<file path="src/rtl/sync_to_async_src.sv">
`timescale 1ns/1ps
// Clocked source stage for a 2-phase bundled-data micropipeline.
// Words from a valid/ready producer are buffered in a small FIFO, presented
// on data_out one cycle before each req_out transition, and retired when the
// resynchronised ack_in matches req_out again.
module sync_to_async_src #(
  parameter int unsigned DATA_WIDTH  = 8,
  parameter int unsigned DEPTH       = 4,
  parameter int unsigned SYNC_STAGES = 2,
  parameter bit          REQ_RST_VAL = 1'b1
) (
  input  logic                         clk,
  input  logic                         rst,
  input  logic [DATA_WIDTH-1:0]        s_data,
  input  logic                         s_valid,
  output logic                         s_ready,
  output logic [DATA_WIDTH-1:0]        data_out,
  output logic                         req_out,
  input  logic                         ack_in,
  output logic [$clog2(DEPTH+1)-1:0]   count,
  output logic                         busy,
  output logic                         proto_err
);

  localparam int unsigned  CW       = $clog2(DEPTH + 1);
  localparam int unsigned  PW       = $clog2(DEPTH);
  localparam logic [CW-1:0] FULL_CNT = CW'(DEPTH);

  typedef enum logic [1:0] {
    IDLE,
    SETUP,
    WAIT_ACK
  } state_e;

  state_e                  state_q, state_d;
  logic [DATA_WIDTH-1:0]   mem_q [DEPTH];
  logic [PW-1:0]           wr_ptr_q, wr_ptr_d;
  logic [PW-1:0]           rd_ptr_q, rd_ptr_d;
  logic [CW-1:0]           count_q, count_d;
  logic [DATA_WIDTH-1:0]   data_q, data_d;
  logic                    req_q, req_d;
  logic                    err_q, err_d;
  logic [SYNC_STAGES-1:0]  sync_q;
  logic                    ack_sync;
  logic                    push;
  logic                    pop;

  assign ack_sync = sync_q[SYNC_STAGES-1];
  // s_ready comes from registered occupancy, so a slot freed by a pop is
  // only offered to the producer on the following cycle.
  assign s_ready  = (count_q != FULL_CNT);
  assign push     = s_valid && s_ready;

  assign data_out  = data_q;
  assign req_out   = req_q;
  assign count     = count_q;
  assign busy      = (state_q != IDLE);
  assign proto_err = err_q;

  // Resynchronise the asynchronous acknowledge; resets to the idle req level.
  always_ff @(posedge clk or posedge rst) begin
    if (rst) sync_q <= {SYNC_STAGES{REQ_RST_VAL}};
    else     sync_q <= {sync_q[SYNC_STAGES-2:0], ack_in};
  end

  // FIFO storage; contents are only read while occupancy is non-zero.
  always_ff @(posedge clk) begin
    if (push) mem_q[wr_ptr_q] <= s_data;
  end

  // Token handshake: load word, toggle req next cycle, wait for matching ack.
  always_comb begin
    state_d = state_q;
    req_d   = req_q;
    data_d  = data_q;
    pop     = 1'b0;
    // Outside WAIT_ACK the acknowledge must already match the request.
    err_d   = err_q | ((state_q != WAIT_ACK) && (ack_sync != req_q));
    unique case (state_q)
      IDLE: begin
        if (count_q != '0) begin
          pop     = 1'b1;
          data_d  = mem_q[rd_ptr_q];
          state_d = SETUP;
        end
      end
      SETUP: begin
        req_d   = ~req_q;
        state_d = WAIT_ACK;
      end
      WAIT_ACK: begin
        if (ack_sync == req_q) begin
          if (count_q != '0) begin
            pop     = 1'b1;
            data_d  = mem_q[rd_ptr_q];
            state_d = SETUP;
          end else begin
            state_d = IDLE;
          end
        end
      end
      default: state_d = IDLE;
    endcase
  end

  // FIFO pointer and occupancy bookkeeping.
  always_comb begin
    wr_ptr_d = push ? wr_ptr_q + PW'(1) : wr_ptr_q;
    rd_ptr_d = pop  ? rd_ptr_q + PW'(1) : rd_ptr_q;
    count_d  = count_q;
    unique case ({push, pop})
      2'b10:   count_d = count_q + CW'(1);
      2'b01:   count_d = count_q - CW'(1);
      default: count_d = count_q;
    endcase
  end

  // State, handshake and FIFO registers.
  always_ff @(posedge clk or posedge rst) begin
    if (rst) begin
      state_q  <= IDLE;
      req_q    <= REQ_RST_VAL;
      data_q   <= '0;
      err_q    <= 1'b0;
      wr_ptr_q <= '0;
      rd_ptr_q <= '0;
      count_q  <= '0;
    end else begin
      state_q  <= state_d;
      req_q    <= req_d;
      data_q   <= data_d;
      err_q    <= err_d;
      wr_ptr_q <= wr_ptr_d;
      rd_ptr_q <= rd_ptr_d;
      count_q  <= count_d;
    end
  end

endmodule

</file>
<file path="config.mk">
export PLATFORM = sky130hd
export DESIGN_NAME = sync_to_async_src
export DESIGN_NICKNAME = d
export VERILOG_FILES = /design/src/rtl/sync_to_async_src.sv
export SDC_FILE = /design/constraint.sdc
export NUM_CORES = 1
export LEC_CHECK = 0
export CORE_ASPECT_RATIO = 0.5
export CORE_MARGIN = 4
export CORE_UTILIZATION = 35
export DETAILED_ROUTE_END_ITERATION = 16
export SETUP_SLACK_MARGIN = 0.4
export SYNTH_ARGS = -nofsm -noshare
export SYNTH_HDL_FRONTEND = slang
export SYNTH_SLANG_ARGS = --single-unit
</file>
<file path="constraint.sdc">
create_clock -name clk -period 3.26 [get_ports clk]
set_input_delay 0.326 -clock clk [delete_from_list [all_inputs] [get_ports clk]]
set_output_delay 0.326 -clock clk [all_outputs]
set_load 0.02 [all_outputs]
</file>
After elaboration in Yosys (flattened, before gate mapping)
Memory sizes are Yosys's and may differ from the RTL's.
Index checks and enable logic that the tools add are counted.
Word-level totals
  flip-flop bits (word level): 21
  bits in writable memories: 32
  bits of input ports: 12
  output and inout bits: 15
  word-level logic and storage cells: 47
  memories kept: 1
Cells by class
  add/sub/neg operators: 4
  equality and inequality tests: 10
  mux-type cells: 13
  bitwise operators: 2
  reductions and logical operators: 9
Memory list
  mem_q: depth 4, width 8, read ports 1, clocked after memory_dff 0, write ports 1, RTL line 36  | logic [DATA_WIDTH-1:0] mem_q [DEPTH];
Operators with widths (count)
  $mux W8: 2
  $pmux W8 S2: 1
  $ne A2 B2 Y1 const B: 3
  $pmux W2 S3: 1
  $pmux W3 S2: 1
  $reduce_bool A2 Y1: 3
  $mux W1: 5
  $add A2 B1 Y2 const B: 2
  $eq A2 B1 Y1 const B: 2
  $eq A2 B2 Y1 const B: 2
  $mux W2: 2
  $reduce_and A2 Y1: 2
  $add A3 B1 Y3 const B: 1
  $ne A3 B3 Y1 const B: 1
  $reduce_bool A3 Y1: 1
  $sub A3 B1 Y3 const B: 1
  $logic_and A1 B1 Y1: 2
  $logic_not A2 Y1: 1
  $pmux W1 S2: 1
  $eq A1 B1 Y1: 1
  $ne A1 B1 Y1: 1
  $not A1 Y1: 1
  $or A1 B1 Y1: 1

Longest topological paths before layout
  depth after elaboration: 6
  mapped depth: 9
  depth with buffers taken out: 9

Worst setup path before layout
OpenSTA, ideal clock, no wires.
  kind: flip-flop to flip-flop
  start point: reg req_q, in the netlist req_out
  end point: reg count_q[2], in the netlist count[2]
  library setup time: 0.080 ns
  data arrival time: 2.281 ns
  slack: 0.899 ns
  cell stages (with the launch flop): 9
  path through: dfstp_2 xor2_1 a211oi_4 ha_1 inv_1 fa_1 xor2_1 nor2_1 xor2_1
On the way
  longest elaborated chain between the ends: 5
  elaborated cells on any way between the ends: 7
Ends and longest elaborated chain
  start, declared: RTL line 41  | logic req_q, req_d;
  start signal, assigned: RTL line 130  | req_q <= req_d;
  $eq A1 B1 Y1 *: RTL line 92  | if (ack_sync == req_q) begin
  $mux W1 *: RTL line 92
  $pmux W1 S2 *: RTL line 79  | unique case (state_q)
  net pop: RTL line 46  | logic pop;
  $eq A2 B1 Y1 or $eq A2 B2 Y1 (tied branches): RTL line 111  | unique case ({push, pop})
  $pmux W3 S2 or $reduce_bool A2 Y1 (tied branches)
  end signal, assigned: RTL line 135  | count_q <= count_d;
  end, declared: RTL line 39  | logic [CW-1:0] count_q, count_d;
The timed path passes the listed nets; every way through them passes the cells marked *.
A chain may end at the register's enable or synchronous reset.

Final worst setup path
Same ends and word-level chain as after synthesis.

==> results_dict.tcl <==
set metrics [dict create \
    peakVddDrop_mv 0.300 \
    syn-num-nets 130 \
    critPathMaxFanout 10 \
    cts_resized 0 \
    cts.path.max_buffers 2 \
    ff2ff_path_depth 9 \
    tightest_slew_ns 0.844 \
    cts_max_level 2 \
    finalHoldViolCount 0 \
    drc 0 \
    power.total_w 0.00264 \
    cts.sinks 53 \
    slowest_stage "dfstp_2" \
    fin_skew_ns 0.00780 \
    max_clock_freq_mhz 431 \
    finalWorstSetupSlack_ns 0.937 \
    whs_path_depth 0 \
    startpoint_type "register" \
    die_width_um 118 \
    dpl.hpwl_um 2400 \
    fp.dieH_um 63.2 \
    setup_tns_ns 0 \
    wl_met3_um 135 \
    ys_warn_count 0 \
    clock_latency_ns 0.29 \
    met1_length_um 1470 \
    cts_setup_buffers 0 \
    io_buffers 26 \
    ys_types 26 \
    dr.pass1.iters 4 \
    arrival_ns 2.53 \
    cap_violations 0 \
    wl_per_cell_um 15.8 \
    place_congestion 0.707 \
    nFillCells 504 \
    yosysSeqAreaShare_pct 69.8 \
    synth.avg_cell_area_um2 19.1 \
    pin_count 27 \
    grt_max_degree 22 \
    cts_tree "done" \
    final_core_util_pct 46.5 \
    crit_path_end_kind "register" \
    synth_cells 112 \
    post-route-period-util_pct 71.2 \
    die_area_um2 7490 \
    max_stage_delay_ns 0.56 \
    required_ns 3.47 \
    ctsHoldBuffers 0 \
    routed_via_density 4.70 \
    slew-limit-headroom_pct 43.6 \
    hold_class "register to register" \
    areaGrowthSynthToFinish_pct 23.6 \
    finalWirelength_um 3450 \
    floorplan.initialDensity_pct 37.6 \
    mappedNetlistArea_um2 2140 \
    clkTransAtPathRegs_ns 0.06 \
    fin_nets 162 \
    crit_type "register to register" \
    p_leak_nw 1.00 \
    p_per_area_nw_per_um2 1000 \
    top_layer "met4" \
    ys_ff_latch 53 \
    slew_viol_final 0 \
    dr_wl_met2_um 1840 \
    path_cells "xor2_1 -> a211oi_4 -> buf_4 -> ha_1 -> inv_1 -> fa_1 -> xor2_1 -> nor2_1 -> xor2_1" \
    vias 1024 \
    grt_pass1_vias 1148 \
    rows 19 \
    path_common_cell "xor2_1" \
    num_antenna_cells 0 \
    status "finished clean" \
    grt_pass1_wl_um 5860 \
    track_usage_pct 10.1 \
    antenna_found_initial 0 \
    final_layout_size_suffix_gt1_share_pct 17.9 \
    drtIter0Drc 39 \
    fin_crit_ns 2.32 \
    clockRootBuffer "clkbuf_16" \
    rsz0062_at_grt "false" \
    cts_made_buffers 5 \
    ant_nets 0 \
    setup_violations 0 \
    core_area_um2 5680 \
    globalRouteOverflowTotal 0 \
    dp_slack_ns 0.957 \
]
cells by family after synthesis:
kind of cell / count (synthesis) / synth area share, %
compound gates: 5 / 2.34
mux: 18 / 14.7
xor+xnor: 8 / 3.28
flops: 53 / 69.8
simple gates: 12 / 3.34
buf+inv: 10 / 2.70
fa+ha+maj: 6 / 3.87
state kept, by name, indices dropped and copies added (netlist names):
| register | flops |
|---|---|
| wr_ptr_q | 2 |
| data_out | 8 |
| mem_q | 32 |
| req_out | 1 |
| sync_q | 2 |
| proto_err | 1 |
| state_q | 2 |
| rd_ptr_q | 2 |
| count | 3 |
where the power goes:
group          total, W  internal, W  switching [W]  leakage [nW]
Sequential      0.00110     0.000936       0.000161         0.533
Clock          0.000600     0.000368       0.000232        0.0848
Combinational  0.000943     0.000509       0.000434         0.386
critical path, delay by kind of cell, from the launching register on:
family          cells  cell delay, ns
flops               1            0.56
simple gates        1            0.10
xor+xnor            3            0.46
fa+ha+maj           2            0.57
buf+inv             2            0.28
compound gates      1            0.26
stage by stage:
stage / hold slack [ns] / cells / cell area (um^2)
final: 0.361 / 218 / 2640
after global placement: 0.355 / 210 / 2470
after global routing: 0.367 / 218 / 2640
after floorplan: 0.300 / 112 / 2140
after CTS: 0.364 / 218 / 2640
after detailed placement: 0.349 / 210 / 2470
cell usage after synthesis:
| cell | instances | area [um^2] |
|---|---|---|
| mux2_2 | 9 | 101 |
| clkbuf_8 | 2 | 27.5 |
| nand2_1 | 1 | 3.75 |
| xor2_1 | 4 | 35.0 |
| or2_2 | 1 | 6.26 |
| a211oi_4 | 1 | 20.0 |
| nor3_1 | 1 | 5.00 |
| fa_1 | 1 | 20.0 |
| nand2b_1 | 2 | 12.5 |
| edfxtp_1 | 32 | 961 |
| and3_1 | 4 | 25.0 |
| inv_1 | 8 | 30.0 |
| and2_1 | 1 | 6.26 |
| a21o_2 | 1 | 8.76 |
| o21ai_0 | 1 | 5.00 |
| nor2_1 | 1 | 3.75 |
| mux4_2 | 2 | 45.0 |
| ha_1 | 5 | 62.6 |
| or3b_1 | 1 | 8.76 |
| xnor2_1 | 4 | 35.0 |
| a211oi_1 | 1 | 7.51 |
| a2111oi_0 | 1 | 8.76 |
| mux2i_1 | 1 | 10.0 |
| mux4_1 | 6 | 158 |
| dfrtp_1 | 18 | 450 |
| dfstp_2 | 3 | 78.8 |
cell usage in the layout (no fill, tap or decap), types with 5 or more instances in the layout:
cell | synthesis | final
mux2_2 | 9 | 9
ha_1 | 5 | 5
dfrtp_1 | 18 | 18
mux4_1 | 6 | 6
clkdlybuf4s50_1 | 0 | 26
inv_1 | 8 | 8
edfxtp_1 | 32 | 32
clkbuf_16 | 0 | 5
final cells by class:
class / count / area, um^2 / area share, %
Clock buffer: 5 / 125 / 4.74
Timing Repair Buffer: 27 / 268 / 10.1
Sequential cell: 53 / 1490 / 56.4
Inverter: 8 / 30.0 / 1.14
Clock inverter: 3 / 47.5 / 1.80
Multi-Input combinational cell: 49 / 588 / 22.3
Tap cell: 73 / 91.3 / 3.46
layer usage:
metal / up-vias / GRT usage (%)
met5: - / 0
met4: 0 / 2.16
met3: 2 / 3.66
met2: 15 / 17.7
met1: 522 / 12.1
li1: 485 / -
path summary, 6_finish.rpt:
path | start | endpoint | slack [ns]
worst max register to register | req_out$_DFFE_PP1N_ | count[2]$_DFFE_PP0P_ | 0.94
worst max-delay path | req_out$_DFFE_PP1N_ | count[2]$_DFFE_PP0P_ | 0.94
worst min register to register | sync_q[0]$_DFF_PP1_ | sync_q[1]$_DFF_PP1_ | 0.36
worst min-delay path | sync_q[0]$_DFF_PP1_ | sync_q[1]$_DFF_PP1_ | 0.36
max in group asynchronous | rst | data_out[2]$_DFFE_PP0P_ | 2.22
min in group asynchronous | rst | data_out[6]$_DFFE_PP0P_ | 0.52
Note: power is estimated with default switching activity, not from simulation.
